### src/rtl/tdm_demux_if.sv
// Bus bundle between a TDM link source and the demultiplexer.
// The master drives the serial samples and the slave returns the published frames.
interface tdm_demux_if #(
  parameter int WIDTH = 8,
  parameter int N     = 4,
  parameter int SEL_W = $clog2(N)
);
  logic [WIDTH-1:0]   din;
  logic               din_valid;
  logic               frame_start;
  logic [N*WIDTH-1:0] dout;
  logic               frame_valid;
  logic               frame_err;
  logic [SEL_W-1:0]   ch_sel;

  modport master (
    output din, din_valid, frame_start,
    input  dout, frame_valid, frame_err, ch_sel
  );

  modport slave (
    input  din, din_valid, frame_start,
    output dout, frame_valid, frame_err, ch_sel
  );
endinterface

### src/rtl/tdm_demux.sv
// Time-division demultiplexer: collects N serial samples into shadow registers
// and publishes the whole frame atomically with a one-cycle strobe.
module tdm_demux #(
  parameter int WIDTH = 8,
  parameter int N     = 4,
  parameter int SEL_W = $clog2(N)
) (
  input logic        clk,
  input logic        rst,
  tdm_demux_if.slave bus
);

  typedef enum logic {
    IDLE,
    RECV
  } state_t;

  localparam logic [SEL_W-1:0] LAST = SEL_W'(N - 1);

  state_t             state;
  logic [SEL_W-1:0]   cnt;
  logic [WIDTH-1:0]   shadow [N];
  logic [N*WIDTH-1:0] doutReg;
  logic               frameValid;
  logic               frameErr;

  // cnt is held at 0 whenever the FSM is in IDLE, so it doubles as ch_sel.
  always_ff @(posedge clk) begin
    if (rst) begin
      state      <= IDLE;
      cnt        <= '0;
      doutReg    <= '0;
      frameValid <= 1'b0;
      frameErr   <= 1'b0;
    end else begin
      frameValid <= 1'b0;
      frameErr   <= 1'b0;
      if (bus.din_valid) begin
        case (state)
          IDLE: begin
            if (bus.frame_start) begin
              shadow[0] <= bus.din;
              cnt       <= SEL_W'(1);
              state     <= RECV;
            end else begin
              frameErr <= 1'b1;
            end
          end
          RECV: begin
            if (bus.frame_start) begin
              frameErr  <= 1'b1;
              shadow[0] <= bus.din;
              cnt       <= SEL_W'(1);
            end else begin
              shadow[cnt] <= bus.din;
              if (cnt == LAST) begin
                // The last channel comes straight from din; the shadow copy lands too late.
                for (int k = 0; k < N - 1; k++) begin
                  doutReg[k*WIDTH +: WIDTH] <= shadow[k];
                end
                doutReg[(N-1)*WIDTH +: WIDTH] <= bus.din;
                frameValid <= 1'b1;
                cnt        <= '0;
                state      <= IDLE;
              end else begin
                cnt <= cnt + SEL_W'(1);
              end
            end
          end
          default: begin
            state <= IDLE;
            cnt   <= '0;
          end
        endcase
      end
    end
  end

  assign bus.dout        = doutReg;
  assign bus.frame_valid = frameValid;
  assign bus.frame_err   = frameErr;
  assign bus.ch_sel      = cnt;

endmodule
### src/flat_wrapper.sv
// flat-port wrapper written by rule: the top's interface ports become plain ports
module tdm_demux_flat 
#(
  parameter int WIDTH = 8,
  parameter int N     = 4,
  parameter int SEL_W = $clog2(N)
)
  (clk, rst, bus_din, bus_din_valid, bus_frame_start, bus_dout, bus_frame_valid, bus_frame_err, bus_ch_sel);
  tdm_demux_if #(.WIDTH(WIDTH), .N(N), .SEL_W(SEL_W)) bus_i ();
  input logic clk;
  input logic rst;
  input wire logic [$bits(bus_i.din)-1:0] bus_din;
  input wire logic [$bits(bus_i.din_valid)-1:0] bus_din_valid;
  input wire logic [$bits(bus_i.frame_start)-1:0] bus_frame_start;
  output wire logic [$bits(bus_i.dout)-1:0] bus_dout;
  output wire logic [$bits(bus_i.frame_valid)-1:0] bus_frame_valid;
  output wire logic [$bits(bus_i.frame_err)-1:0] bus_frame_err;
  output wire logic [$bits(bus_i.ch_sel)-1:0] bus_ch_sel;
  assign bus_i.din = bus_din;
  assign bus_i.din_valid = bus_din_valid;
  assign bus_i.frame_start = bus_frame_start;
  assign bus_dout = bus_i.dout;
  assign bus_frame_valid = bus_i.frame_valid;
  assign bus_frame_err = bus_i.frame_err;
  assign bus_ch_sel = bus_i.ch_sel;
  tdm_demux #(.WIDTH(WIDTH), .N(N), .SEL_W(SEL_W)) u_core (.clk(clk), .rst(rst), .bus(bus_i));
endmodule
### config.mk
export PLATFORM = sky130hd
export DESIGN_NAME = tdm_demux_flat
export DESIGN_NICKNAME = d
export VERILOG_FILES = /design/src/rtl/tdm_demux_if.sv /design/src/rtl/tdm_demux.sv /design/src/flat_wrapper.sv
export SDC_FILE = /design/constraint.sdc
export NUM_CORES = 1
export LEC_CHECK = 0
export CAP_MARGIN = 0
export CORE_ASPECT_RATIO = 0.5
export CORE_MARGIN = 2
export CORE_UTILIZATION = 49
export CTS_CLUSTER_DIAMETER = 100
export CTS_CLUSTER_SIZE = 24
export DETAILED_ROUTE_END_ITERATION = 10
export PLACE_DENSITY = 0.89
export SETUP_SLACK_MARGIN = 0.4
export SLEW_MARGIN = 20
export SYNTH_ARGS = -nofsm -noshare
export SYNTH_HDL_FRONTEND = slang
export SYNTH_SLANG_ARGS = --single-unit
### constraint.sdc
create_clock -name clk -period 2.6 [get_ports clk]
set_clock_uncertainty 0.2 [all_clocks]
set_input_delay 0.52 -clock clk [delete_from_list [all_inputs] [get_ports clk]]
set_output_delay 0.52 -clock clk [all_outputs]
set_load 0.02 [all_outputs]
==> results of run 1 <==
==> registers in the layout (all words and copies together) (netlist names) <==
| name | flops |
|---|---|
| bus_dout | 24 |
| u_core.state | 1 |
| u_core.bus.dout | 8 |
| u_core.bus.frame_err | 1 |
| u_core.shadow | 24 |
| u_core.bus.frame_valid | 1 |
| u_core.bus.ch_sel | 2 |
==> power breakdown <==
| group | leakage (nW) | switching (mW) | internal [mW] |
|---|---|---|---|
| logic | 0.354 | 0.0354 | 0.0287 |
| clock network | 0.105 | 0.343 | 0.530 |
| registers | 0.516 | 0.00632 | 1.00 |
==> cells in the final DEF (no fill, tap or decap), types with 2 or more instances in the layout <==
| cell | Yosys | layout |
|---|---|---|
| a21oi_1 | 33 | 33 |
| clkbuf_8 | 0 | 9 |
| clkinv_2 | 0 | 2 |
| clkinv_1 | 0 | 2 |
| nor3b_1 | 2 | 2 |
| bufinv_16 | 0 | 2 |
| clkdlybuf4s50_1 | 0 | 47 |
| nor2_1 | 4 | 4 |
| nor2b_1 | 3 | 3 |
| buf_4 | 1 | 8 |
| inv_1 | 2 | 2 |
| edfxtp_1 | 24 | 24 |
| ha_1 | 5 | 5 |
| dfxtp_1 | 37 | 37 |
| nand2_1 | 67 | 67 |
==> logic make-up after synthesis <==
kind of cell    count (synthesis)
compound gates                 36
simple gates                   82
buf+inv                        13
flops                          61
fa+ha+maj                       5
==> final cells by class <==
class	count	area share [%]
sequential	61	51.0
timing repair buffer	55	18.5
clock inverter	6	2.71
tap	54	2.36
clock buffer	10	4.45
multi-input combinational	123	20.7
inverter	2	0.262
==> per-layer routing <==
layer,GRT usage [%],vias up,share of wire [%]
li1,-,774,-
met5,0,-,0
met2,38.4,76,52
met3,5.85,17,7.0
met4,13.4,0,2.8
met1,23.8,754,39
==> through the flow <==
step / instances / setup slack, ns / power [mW]
after floorplan: 197 / 0.376 / 1.05
after global placement: 295 / 0.283 / 1.09
after detailed placement: 295 / 0.229 / 1.09
after CTS: 311 / 0.437 / 1.96
after global routing: 311 / 0.413 / 2.00
final: 311 / 0.456 / 1.95
==> worst paths after layout <==
kind / from / endpoint / slack, ns / cells past startpoint
setup / recovery: u_core.bus.ch_sel[0] / bus_ch_sel[0] / 0.46 / 1
hold / removal: bus_dout[18] / bus_dout[18] / 0.26 / 2
setup reg to reg: u_core.state / u_core.shadow[0][7] / 0.81 / 3
hold reg to reg: bus_dout[18] / bus_dout[18] / 0.26 / 2
==> reports/metrics.yaml, run 1 <==
placed_design:
  placement.cell_area_mm2: 0.00266
  io_buf_count: 47
  gp_routability_congestion: 0.779
  post_detail_place_hpwl_mm: 3.12
logic_synthesis:
  synthArstFlopShare_pct: 0
  yosys.area_share.simple_pct: 16.1
  synth-adder-area-share_pct: 2.93
  synth_xor_area_share_pct: 0
  synth_top_cell_area_share_pct: 34.7
  synth-compound-area-share_pct: 8.80
  synth_area_per_cell_um2: 10.8
  synth_seq_area_share_pct: 68.5
  number_of_enable_type_register_cells_in_the_synthesized_netlist: 24
  synth.top_cells.by_area: "dfxtp_1 (35%), edfxtp_1 (34%), nand2_1 (12%)"
  synth.net_count: 214
  postSynthCellCount: 197
  netlist_top_cells_count: "nand2_1 (67), dfxtp_1 (37), a21oi_1 (33)"
  number_of_library_cell_types_mapped_by_synthesis: 22
  synth_top_family_by_area: "simple AND/OR/NAND/NOR gates"
  yosysMostFrequentCell: "nand2_1"
  yosysTopAreaCell: "dfxtp_1"
  synthMuxAreaShare_pct: 0
  synth_area_mm2: 0.00213
  yosys_register_bits: 61
  synth_ff_type: "dfxtp_1"
  synth-warning-count: 0
floorplanning:
  die-height_um: 50.7
  core_area_mm2: 0.00404
  initial_utilization_pct: 52.8
  io_pins: 48
  die_outline_area_mm2: 0.00493
  number_of_placement_rows: 16
  die_w_um: 97.3
global_routing:
  pin_count_of_the_biggest_net_entering_global_routing: 37
  grt_overflow: 0
  antenna_found_initial: 0
  via_count_of_the_first_global_routing_pass: 1649
  grt_first_pass_wirelength_mm: 7.96
  grt_use_total_pct: 21.6
job:
  maxCapViolations: 0
setup_path:
  critPathArrivalTime_ns: 1.42
  max_stage_delay_ns: 0.65
  end_kind: "primary output"
  worst_path_dominant_cell_family: "buffers and inverters"
  cp_cell_sequence: "clkdlybuf4s50_1"
  worstPathBufferInverterCount: 1
  worst_path_required_time_ns: 1.88
  critical_path.max_fanout: 7
  setup.worst_path.class: "flip-flop to primary output"
  worst_setup_path_start_kind: "flip-flop"
  worst_path_max_delay_cell: "clkdlybuf4s50_1"
timing:
  max_freq_mhz: 466
  timing.final.crit_period_ns: 2.14
  max-slew-margin-rel_pct: 74.0
  final_min_period_over_clock_period_pct: 82.5
  hold_slack_ns: 0.256
  tns_ns: 0
  report.final.setup_viol: 0
  timing_worst_slew_pin_value_ns: 0.390
  final_hold_viol_count: 0
  drv_slew: 0
  unrepaired_setup_endpoints_after_global_routing: "no"
power:
  peakVddDrop_v: 0.000334
  power.density_cell_area_mw_per_mm2: 679
  p_leak_nw: 0.975
cts:
  cts.repair.resized: 0
  clock_latency_ns: 0.33
  cts_num_sinks: 61
  buffer_depth_of_the_longest_clock_path: 2
  post-cts-setup-buffers: 0
  cts.root.buffer_cell: "clkbuf_8"
  cts.hold.buffers_added: 0
  cts_tree: "yes"
  clock_buffer_count_from_cts: 9
  cts_htree_levels: 3
  cts.clk_slew.worst_paths_ns: 0.06
cells_and_area:
  finalNetCount: 269
  synthToLayoutAreaGrowth_pct: 34.3
  antenna_cells: 0
  fill_cells: 261
  register_cell_area_after_layout_mm2: 0.00146
  multiInputGateArea_um2: 593
  postLayoutCellArea_mm2: 0.00287
  final_core_utilization_pct: 70.9
  post_route_cells_drive_above_1_share_pct: 8.17
worst_hold_path:
  timing.hold.worst.class: "flip-flop to flip-flop"
detailed_routing:
  ant_nets: 0
  drt-wirelength-per-cell_um: 15.8
  route.detailed.drc: 0
  drt-vias-per-instance: 5.21
  route.vias.total: 1621
  drt-total-wl_mm: 4.92
  drt-pass1-iter-count: 4
  dr.first_iter.drc_count: 109
run_status:
  run_status: "complete, no violations"
No activity file was read; power rests on OpenSTA's default activity.
==> inputs of run 2 (changes only) <==
==> constraint.sdc (replaced) <==
create_clock -name clk -period 2.2 [get_ports clk]
set_clock_uncertainty 0.2 [all_clocks]
set_input_delay 0.44 -clock clk [delete_from_list [all_inputs] [get_ports clk]]
set_output_delay 0.44 -clock clk [all_outputs]
set_load 0.02 [all_outputs]
==> run 2 against run 1 <==
  * Total power up 7.5%
  * Critical path depth is 5 higher
  * Clock-buffer cell count grew 3
  * Die area is the same
  * Final cell count grew 1.6%
  * Design area increased by 1.0%
  * Worst setup slack got worse by 0.092 ns
  * Non-clock buffer count increased by 5
  * First-iteration DRC count is 22% lower
  * Wire length up 1.4%
  * Sequential share of layout area is 0.44 points lower
  * Sequential power is 18% higher
  * Critical path type is now input pin to flip-flop
==> reports/metrics.yaml, run 2 (synthesis gave the netlist of run 1 again) <==
global_routing:
  grt_use_total_pct: 21.9  # +0.23 points
  grt_first_pass_wirelength_mm: 7.91  # -0.60%
  antenna_found_initial: 0  # unchanged
  pin_count_of_the_biggest_net_entering_global_routing: 37  # unchanged
  via_count_of_the_first_global_routing_pass: 1633  # -0.97%
  grt_overflow: 0  # unchanged
cells_and_area:
  synthToLayoutAreaGrowth_pct: 35.7
  register_cell_area_after_layout_mm2: 0.00146  # +0.17%
  final_core_utilization_pct: 71.6  # +0.74 points
  antenna_cells: 0  # unchanged
  layout_commonest_cell: "nand2_1"
  fill_cells: 267  # +2.3%
  finalNetCount: 274  # +1.9%
  multiInputGateArea_um2: 653  # +10%
  post_route_cells_drive_above_1_share_pct: 13.0  # +4.8 points
  commonest_non_fill_non_tap_cells_in_the_layout: "nand2_1 (66), dfxtp_1 (35), dlygate4sd2_1 (35)"
  postLayoutCellArea_mm2: 0.00290  # +1.0%
setup_path:
  timing.rr.start: "u_core.state"
  worst_setup_path_startpoint: "bus_frame_start"
  setup.worst_path.class: "input pin to flip-flop"
  end_kind: "flip-flop"
  worst_setup_path_start_kind: "input pin"
  r2r.worst_path.cells: 4  # +1
  worst_path_required_time_ns: 2.06  # +0.18 ns
  critical_path.max_fanout: 4  # -3
  worst_path_max_delay_cell: "clkdlybuf4s50_1"
  critical_path.reg2reg.endpoint: "u_core.shadow[2][3]"
  last_element_of_the_critical_path: "u_core.shadow[2][3]"
  max_stage_delay_ns: 0.43  # -0.22 ns
  cp_cell_sequence: "clkdlybuf4s50_1, inv_1, ha_4, nand2_2, nor3b_4, buf_4"
  critPathArrivalTime_ns: 1.69  # +0.27 ns
  timing.reg2reg.setup_slack_ns: 0.52  # -0.29 ns
floorplanning:
  die_w_um: 97.3  # unchanged
  die-height_um: 50.7  # unchanged
  number_of_placement_rows: 16  # unchanged
  initial_utilization_pct: 52.8  # unchanged
  core_area_mm2: 0.00404  # unchanged
  io_pins: 48  # unchanged
  die_outline_area_mm2: 0.00493  # unchanged
cts:
  cts.root.buffer_cell: "clkbuf_8"
  clock_latency_ns: 0.33  # about the same
  cts_tree: "yes"
  cts_num_sinks: 61  # unchanged
  clock_buffer_count_from_cts: 9  # unchanged
  cts_htree_levels: 3  # unchanged
  cts.hold.buffers_added: 0  # unchanged
  cts.clk_slew.worst_paths_ns: 0.06  # about the same
  buffer_depth_of_the_longest_clock_path: 2  # unchanged
timing:
  unrepaired_setup_endpoints_after_global_routing: "yes"
  timing_worst_slew_pin_value_ns: 0.378  # -0.0116 ns
  report.final.setup_viol: 0  # unchanged
  max-slew-margin-rel_pct: 74.8  # +0.78 points
  drv_slew: 0  # unchanged
  tns_ns: 0  # unchanged
  final_min_period_over_clock_period_pct: 83.4
  timing.final.crit_period_ns: 1.84
  final_hold_viol_count: 0  # unchanged
  max_freq_mhz: 545
placed_design:
  post_detail_place_hpwl_mm: 3.14  # +0.48%
  io_buf_count: 47  # unchanged
  gp_routability_congestion: 0.781  # +0.30%
  placement.cell_area_mm2: 0.00273  # +2.6%
power:
  power.density_cell_area_mw_per_mm2: 723  # +6.4%
  p_leak_nw: 1.16  # +19%
  peakVddDrop_v: 0.000455  # +36%
detailed_routing:
  ant_nets: 0  # unchanged
  route.vias.total: 1634  # +0.80%
  route.detailed.drc: 0  # unchanged
  drt-pass1-iter-count: 4  # unchanged
  dr.first_iter.drc_count: 85  # -22%
  drt-wirelength-per-cell_um: 15.8  # -0.18%
  drt-vias-per-instance: 5.17  # -0.79%
  drt-total-wl_mm: 4.99  # +1.4%
job:
  maxCapViolations: 0  # unchanged
run_status:
  run_status: "complete, no violations"
worst_hold_path:
  timing.hold.worst.class: "flip-flop to flip-flop"
  worst_hold_path.num_cells: 2  # unchanged
run 2: cell type report:
type                    count  area share, %
inverters                   2          0.259
multi-input cells         123           22.6
repair buffers             60           18.7
clock inverters             3          0.432
clock buffers              13           5.14
flip-flops and latches     61           50.6
well taps                  54           2.33
run 2: worst min-delay path by stage:
stage                             start                   to
floorplan           u_core.shadow[0][0]          bus_dout[0]
CTS                 u_core.bus.dout[28]  u_core.bus.dout[28]
global route                bus_dout[3]          bus_dout[3]
detailed placement  u_core.bus.dout[28]  u_core.bus.dout[28]
global placement    u_core.bus.dout[24]  u_core.bus.dout[24]
finish              u_core.bus.dout[28]  u_core.bus.dout[28]
run 2: report_power, final:
part	leakage, nW	switching, mW	total (mW)	internal [mW]
sequential	0.517	0.00915	1.19	1.19
clock	0.0825	0.381	0.812	0.431
combinational	0.560	0.0460	0.0858	0.0399
total	1.16	0.437	2.09	1.66
run 2: stage by stage:
stage | setup slack, ns | total power [mW] | std cells | hold WS, ns
after floorplan | 0.441 | 1.25 | 197 | 0.271
after global placement | -0.0386 | 1.29 | 299 | 0.244
after detailed placement | -0.0922 | 1.29 | 299 | 0.247
after CTS | 0.339 | 2.11 | 315 | 0.254
after global routing | 0.356 | 2.17 | 316 | 0.280
final | 0.364 | 2.09 | 316 | 0.253
run 2: worst max-delay path: cells and delay by family:
family                   cells  cell delay, ns
adder cells (fa/ha/maj)      1            0.17
buffers and inverters        3            0.73
AND/OR/NAND/NOR              2            0.34
run 2: what timing repair did:
action / 4_1_cts / 5_1_grt
pin swaps: 0 / 2
gates resized for setup: 45 / 3
endpoints found under the hold margin: 0 / 0
setup endpoints to repair: 48 / 55
buffers inserted: 0 / 1
run 2: metal layers:
layer  vias up  track usage (%)  wire [um]
li1        784                -          -
met1       772             23.6       1970
met2        66             36.1       2500
met3        12             8.91        376
met4         0             15.0        149
met5         -                0          0
==> inputs of run 3 (changes only) <==
--- a/config.mk
+++ b/config.mk
@@ -8,11 +8,11 @@
 export CAP_MARGIN = 0
 export CORE_ASPECT_RATIO = 0.5
 export CORE_MARGIN = 2
-export CORE_UTILIZATION = 49
+export CORE_UTILIZATION = 44
 export CTS_CLUSTER_DIAMETER = 100
 export CTS_CLUSTER_SIZE = 24
 export DETAILED_ROUTE_END_ITERATION = 10
-export PLACE_DENSITY = 0.89
+export PLACE_DENSITY = 0.85
 export SETUP_SLACK_MARGIN = 0.4
 export SLEW_MARGIN = 20
 export SYNTH_ARGS = -nofsm -noshare
==> constraint.sdc (replaced) <==
create_clock -name clk -period 1.6 [get_ports clk]
set_clock_uncertainty 0.2 [all_clocks]
set_input_delay 0.32 -clock clk [delete_from_list [all_inputs] [get_ports clk]]
set_output_delay 0.32 -clock clk [all_outputs]
set_load 0.02 [all_outputs]
==> run 3 against run 2 <==
  * The run now ends with negative setup slack left
  * Via count up 17%
  * Worst setup slack worse by 0.39 ns
  * Total power rose by 64%
  * Worst hold slack worse by 0.052 ns
  * Sequential power up 38%
  * Design area up 21%
  * Final cell count grew 12%
  * Register-to-register slack lost 0.55 ns
  * First-iteration DRC count is 150% higher
  * Non-clock buffer count up 25
  * Critical path type is now flip-flop to flip-flop
  * Critical endpoint is now bus_dout[13]
==> reports/metrics.yaml, run 3 (synthesis gave the netlist of run 1 again) <==
global_routing:
  grt_overflow: 0  # unchanged
  grt_use_total_pct: 25.8  # +3.9 points
  via_count_of_the_first_global_routing_pass: 1796  # +10%
  pin_count_of_the_biggest_net_entering_global_routing: 37  # unchanged
  grt_first_pass_wirelength_mm: 9.87  # +25%
  antenna_found_initial: 0  # unchanged
floorplanning:
  initial_utilization_pct: 47.1  # -5.7 points
  number_of_placement_rows: 17  # +1
  io_pins: 48  # unchanged
  die_outline_area_mm2: 0.00545  # +11%
  core_area_mm2: 0.00453  # +12%
  die-height_um: 53.2  # +5.1%
  die_w_um: 102  # +5.3%
power:
  power_frac_seq_pct: 47.7  # -9.4 points
  fin_total_pwr_mw: 3.44  # +64%
  peakVddDrop_v: 0.000441  # -3.1%
  p_leak_nw: 1.36  # +17%
  power.clock.fraction_pct: 47.5  # +8.7 points
  power.switching_mw: 0.740  # +70%
  internal_power_mw: 2.70  # +63%
  power_switching_share_pct: 21.5  # +0.68 points
  share_of_total_power_in_combinational_logic_pct: 4.8  # +0.7 points
  power.density_cell_area_mw_per_mm2: 978  # +35%
timing:
  timing_worst_slew_pin_value_ns: 0.442  # +0.0636 ns
  final_min_period_over_clock_period_pct: 102
  report.final.setup_viol: 4  # +4
  drv_slew: 0  # unchanged
  timing.final.crit_period_ns: 1.63
  max_freq_mhz: 615
  final_hold_viol_count: 0  # unchanged
  max-slew-margin-rel_pct: 70.5  # -4.2 points
  final.setup.worst_slack_ns: -0.0267  # -0.391 ns
  unrepaired_setup_endpoints_after_global_routing: "yes"
cts:
  clock_latency_ns: 0.35  # +0.02 ns
  clock_buffer_count_from_cts: 9  # unchanged
  cts.hold.buffers_added: 0  # unchanged
  cts_num_sinks: 61  # unchanged
  cts_tree: "yes"
  cts.clk_slew.worst_paths_ns: 0.07  # about the same
  cts.root.buffer_cell: "clkbuf_8"
  buffer_depth_of_the_longest_clock_path: 2  # unchanged
  cts_htree_levels: 3  # unchanged
cells_and_area:
  commonest_non_fill_non_tap_cells_in_the_layout: "nand2_1 (55), buf_6 (41), dfxtp_2 (33)"
  fill_cells: 235  # -12%
  synthToLayoutAreaGrowth_pct: 64.6
  layout_commonest_cell: "nand2_1"
  antenna_cells: 0  # unchanged
  finalNetCount: 299  # +9.1%
  post_route_cells_drive_above_1_share_pct: 57.5  # +45 points
setup_path:
  worst_path_required_time_ns: 1.64  # -0.42 ns
  max_stage_delay_ns: 0.38  # -0.05 ns
  cp_cell_sequence: "ha_4, and4b_2, buf_4, buf_8, nand2_2, a21oi_1"
  worst_path_max_delay_cell: "dfxtp_4"
  worst_setup_path_start_kind: "flip-flop"
  setup.worst_path.class: "flip-flop to flip-flop"
  critical_path.max_fanout: 8  # +4
  critPathArrivalTime_ns: 1.67  # -0.02 ns
  end_kind: "flip-flop"
placed_design:
  io_buf_count: 47  # unchanged
  post_detail_place_hpwl_mm: 3.42  # +9.0%
  place_ws_ns: -0.519  # -0.426 ns
  gp_routability_congestion: 0.871  # +11%
run_status:
  failed_checks: "negative setup slack"
  run_status: "finished, violations left"
detailed_routing:
  drt-wirelength-per-cell_um: 20.8  # +32%
  dr.first_iter.drc_count: 211  # +150%
  route.detailed.drc: 0  # unchanged
  drt-pass1-iter-count: 4  # unchanged
  ant_nets: 0  # unchanged
  route.vias.total: 1915  # +17%
  drt-vias-per-instance: 5.42  # +4.9%
  drt-total-wl_mm: 7.34  # +47%
worst_hold_path:
  timing.hold.worst.class: "input pin to flip-flop"
job:
  maxCapViolations: 0  # unchanged
==> run 3: cell count changes in the layout (fill, tap and decap cells not counted), sizes merged, moves of 2 or more <==
cell           delta
buf              +62
clkdlybuf4s50     -3
bufinv            +2
dlygate4sd2      -33
==> run 3: routing by layer <==
| layer | track usage (%) | routed length, um |
|---|---|---|
| met1 | 31.9 | 3030 |
| met4 | 14.4 | 274 |
| met3 | 6.21 | 607 |
| met2 | 42.0 | 3430 |
| met5 | 0 | 0 |
==> run 3: power groups by stage <==
| stage | clock network [mW] | logic (mW) | registers [mW] |
|---|---|---|---|
| floorplan | 0 | 0.0526 | 1.68 |
| global placement | 0 | 0.112 | 1.67 |
| global route | 1.70 | 0.170 | 1.64 |
| finish | 1.63 | 0.165 | 1.64 |
| CTS | 1.59 | 0.133 | 1.64 |
| detailed placement | 0 | 0.118 | 1.67 |
==> run 3: stage by stage <==
| step | utilization, % | hold WS, ns | setup TNS, ns | cell area [um^2] | std cells |
|---|---|---|---|---|---|
| after floorplan | - | 0.219 | 0 | 2250 | 197 |
| after global placement | 61.5 | 0.243 | -19.65 | 2790 | 308 |
| after detailed placement | 61.5 | 0.248 | -22.31 | 2790 | 308 |
| after CTS | 73.3 | 0.261 | 0 | 3320 | 339 |
| after global routing | 77.5 | 0.214 | -0.139 | 3510 | 353 |
| final | 77.5 | 0.200 | -0.0463 | 3510 | 353 |
==> run 3: critical path, delay by kind of cell, from the launching register on <==
| family | cells | cell delay, ns |
|---|---|---|
| and+or+nand+nor | 2 | 0.33 |
| adders and majority gates | 1 | 0.15 |
| AOI/OAI and AO/OA | 1 | 0.20 |
| buffers and inverters | 2 | 0.27 |
| DFF | 1 | 0.38 |
==> run 3: worst paths after layout <==
path | startpoint | endpoint | slack (ns) | cells after the start
worst min-delay path | bus_frame_start | u_core.state | 0.20 | 3
worst min register to register | bus_dout[23] | bus_dout[23] | 0.27 | 2
worst max-delay path | u_core.bus.ch_sel[0] | bus_dout[13] | -0.03 | 6
worst max register to register | u_core.bus.ch_sel[0] | bus_dout[13] | -0.03 | 6
==> run 3: area by class of cell <==
| class | count | area (um^2) | share of cell area [%] |
|---|---|---|---|
| tap | 66 | 82.6 | 2.35 |
| multi-input combinational | 123 | 805 | 22.9 |
| clock inverter | 4 | 68.8 | 1.96 |
| sequential | 61 | 1510 | 43.1 |
| clock buffer | 12 | 165 | 4.70 |
| inverter | 2 | 12.5 | 0.356 |
| timing repair buffer | 85 | 865 | 24.6 |
==> run 3: timing repair <==
item                       CTS  global route
setup endpoints to repair   97            96
pin swaps                    7             6
buffers inserted            13            14
cloned                       2             0
resized for setup          281            24
==> RTL edit: new RTL, flow settings as in run 1 <==
`WIDTH` is set to 8 in 3 places; all go to 9.
--- a/src/rtl/tdm_demux_if.sv
+++ b/src/rtl/tdm_demux_if.sv
@@ -1,7 +1,7 @@
 // Bus bundle between a TDM link source and the demultiplexer.
 // The master drives the serial samples and the slave returns the published frames.
 interface tdm_demux_if #(
-  parameter int WIDTH = 8,
+  parameter int WIDTH = 9,
   parameter int N     = 4,
   parameter int SEL_W = $clog2(N)
 );
--- a/src/rtl/tdm_demux.sv
+++ b/src/rtl/tdm_demux.sv
@@ -1,7 +1,7 @@
 // Time-division demultiplexer: collects N serial samples into shadow registers
 // and publishes the whole frame atomically with a one-cycle strobe.
 module tdm_demux #(
-  parameter int WIDTH = 8,
+  parameter int WIDTH = 9,
   parameter int N     = 4,
   parameter int SEL_W = $clog2(N)
 ) (
--- a/src/flat_wrapper.sv
+++ b/src/flat_wrapper.sv
@@ -1,7 +1,7 @@
 // flat-port wrapper written by rule: the top's interface ports become plain ports
 module tdm_demux_flat 
 #(
-  parameter int WIDTH = 8,
+  parameter int WIDTH = 9,
   parameter int N     = 4,
   parameter int SEL_W = $clog2(N)
 )
Ports: changed (resized bus_din and bus_dout); port bits go from 48 to 53. The function was not compared with the original's and may differ.
==> RTL edit against run 1 <==
Sequential cell count is 7 higher; cell area is 9.0% higher; cell count is 11% higher; power is 3.4% lower; sequential power is 11% higher; setup slack better by 29 ps; area after synthesis is 13% higher; critical path type unchanged; via count is 6.8% higher; global-route usage is 1.3 points lower; routed wire length is 5.1% higher; count of clock-buffer cells in the layout is 2 higher.
==> RTL edit: results (changes against run 1) <==
[power_and_ir_drop]
vdd.ir_drop.worst_v = 0.000258  ; -23%
p_leak_uw = 0.00105  ; +7.8%

[grt]
grt_usage_pct = 20.3  ; -1.3 points
grt_max_degree = 41  ; +11%
grt.met3_usage_pct = 5.97  ; +0.12 points
grtUsageMet2_pct = 36.7  ; -1.7 points
grt_pass1_wl_mm = 8.14  ; +2.4%
grt_use_met1_pct = 21.7  ; -2.1 points
grt_pass1_vias = 1792  ; +8.7%

[place]
dpl.hpwl_mm = 3.45  ; +11%
dp_slack_ps = 150  ; -78.5 ps
port_buffers = 52  ; +11%
place.gp.congestion = 0.752  ; -3.5%
placed_area_mm2 = 0.00297  ; +12%

[yosys]
ys_seq_area_share_pct = 67.6  ; -0.90 points
synth_common_cells = nand2_1 (75), dfxtp_1 (41), a21oi_1 (31)
synth_edf_count = 27  ; +13%
ys_top_cells_by_area = dfxtp_1 (34%), edfxtp_1 (34%), nand2_1 (12%)
syn_nets = 234  ; +9.3%
synthDistinctLibCells = 24  ; +9.1%

[cts]
htree_levels = 3  ; unchanged
clk_latency_ps = 330  ; about the same

[drt]
highest_layer = met4
dr.pass1.iters = 6  ; +2
wl_met2_mm = 2.72  ; +7.3%
drt_iter0_markers = 111  ; +1.8%
wl_mm = 5.17  ; +5.1%
vias_per_cell = 5.02  ; -3.7%
wl_met3_um = 358  ; +4.1%
wl_met1_mm = 1.98  ; +4.2%

[worst_setup_path]
ff2ff_setup_slack_ps = 750  ; -60 ps
crit_fanout = 6  ; -1
worstPathArrival_ps = 1390  ; -30 ps

[final_layout]
fill_cells = 301  ; +15%
nNetsFinal = 293  ; +8.9%
drive_above_1_share_pct = 9.68  ; +1.5 points

[sta]
slew_headroom_pct = 70.1  ; -3.9 points
hold_slack_ps = 254  ; -1.60 ps
post-route-worst-setup-slack_ps = 486  ; +29.2 ps

[status]
status = finished, final reports clean

[RTL edit: cells by family after synthesis]
family	count (synthesis)	synth area share, %
AND/OR/NAND/NOR	90	15.8
flip-flops	68	67.6
buffers and inverters	13	4.51
AO/OA/AOI/OAI	40	9.54
adder cells (fa/ha/maj)	5	2.59
[RTL edit: final timing paths]
kind                                           from                        to  depth (start not counted)
setup / recovery  u_core.bus.ch_sel[1]$_SDFFE_PP0P_             bus_ch_sel[1]                          1
hold / removal             bus_dout[5]$_SDFFE_PP0P_  bus_dout[5]$_SDFFE_PP0P_                          2
setup reg to reg  u_core.bus.ch_sel[0]$_SDFFE_PP0P_  bus_dout[3]$_SDFFE_PP0P_                          5
hold reg to reg            bus_dout[5]$_SDFFE_PP0P_  bus_dout[5]$_SDFFE_PP0P_                          2
[RTL edit: through the flow]
step / cells / util, %
6_report: 345 / 68.3
3_5_place_dp: 330 / 64.9
5_1_grt: 345 / 68.3
2_1_floorplan: 216 / -
4_1_cts: 345 / 68.2
3_3_place_gp: 330 / 64.9
[RTL edit: what timing repair did]
action / 4_1_cts / 5_1_grt
gates resized for setup: 0 / 2
setup endpoints to repair: 0 / 9
hold buffers: 0 / 0
[RTL edit: cell type report]
type | instances | area share, %
Inverter | 2 | 0.240
Sequential cell | 68 | 52.3
Timing Repair Buffer | 59 | 18.4
Clock inverter | 3 | 0.481
Tap cell | 66 | 2.65
Clock buffer | 12 | 4.33
Multi-Input combinational cell | 135 | 21.6
[RTL edit: where the power goes]
group | internal (uW) | switching, uW
Clock | 337 | 348
Sequential | 1120 | 6.65
Combinational | 30.3 | 39.2
Total | 1480 | 394
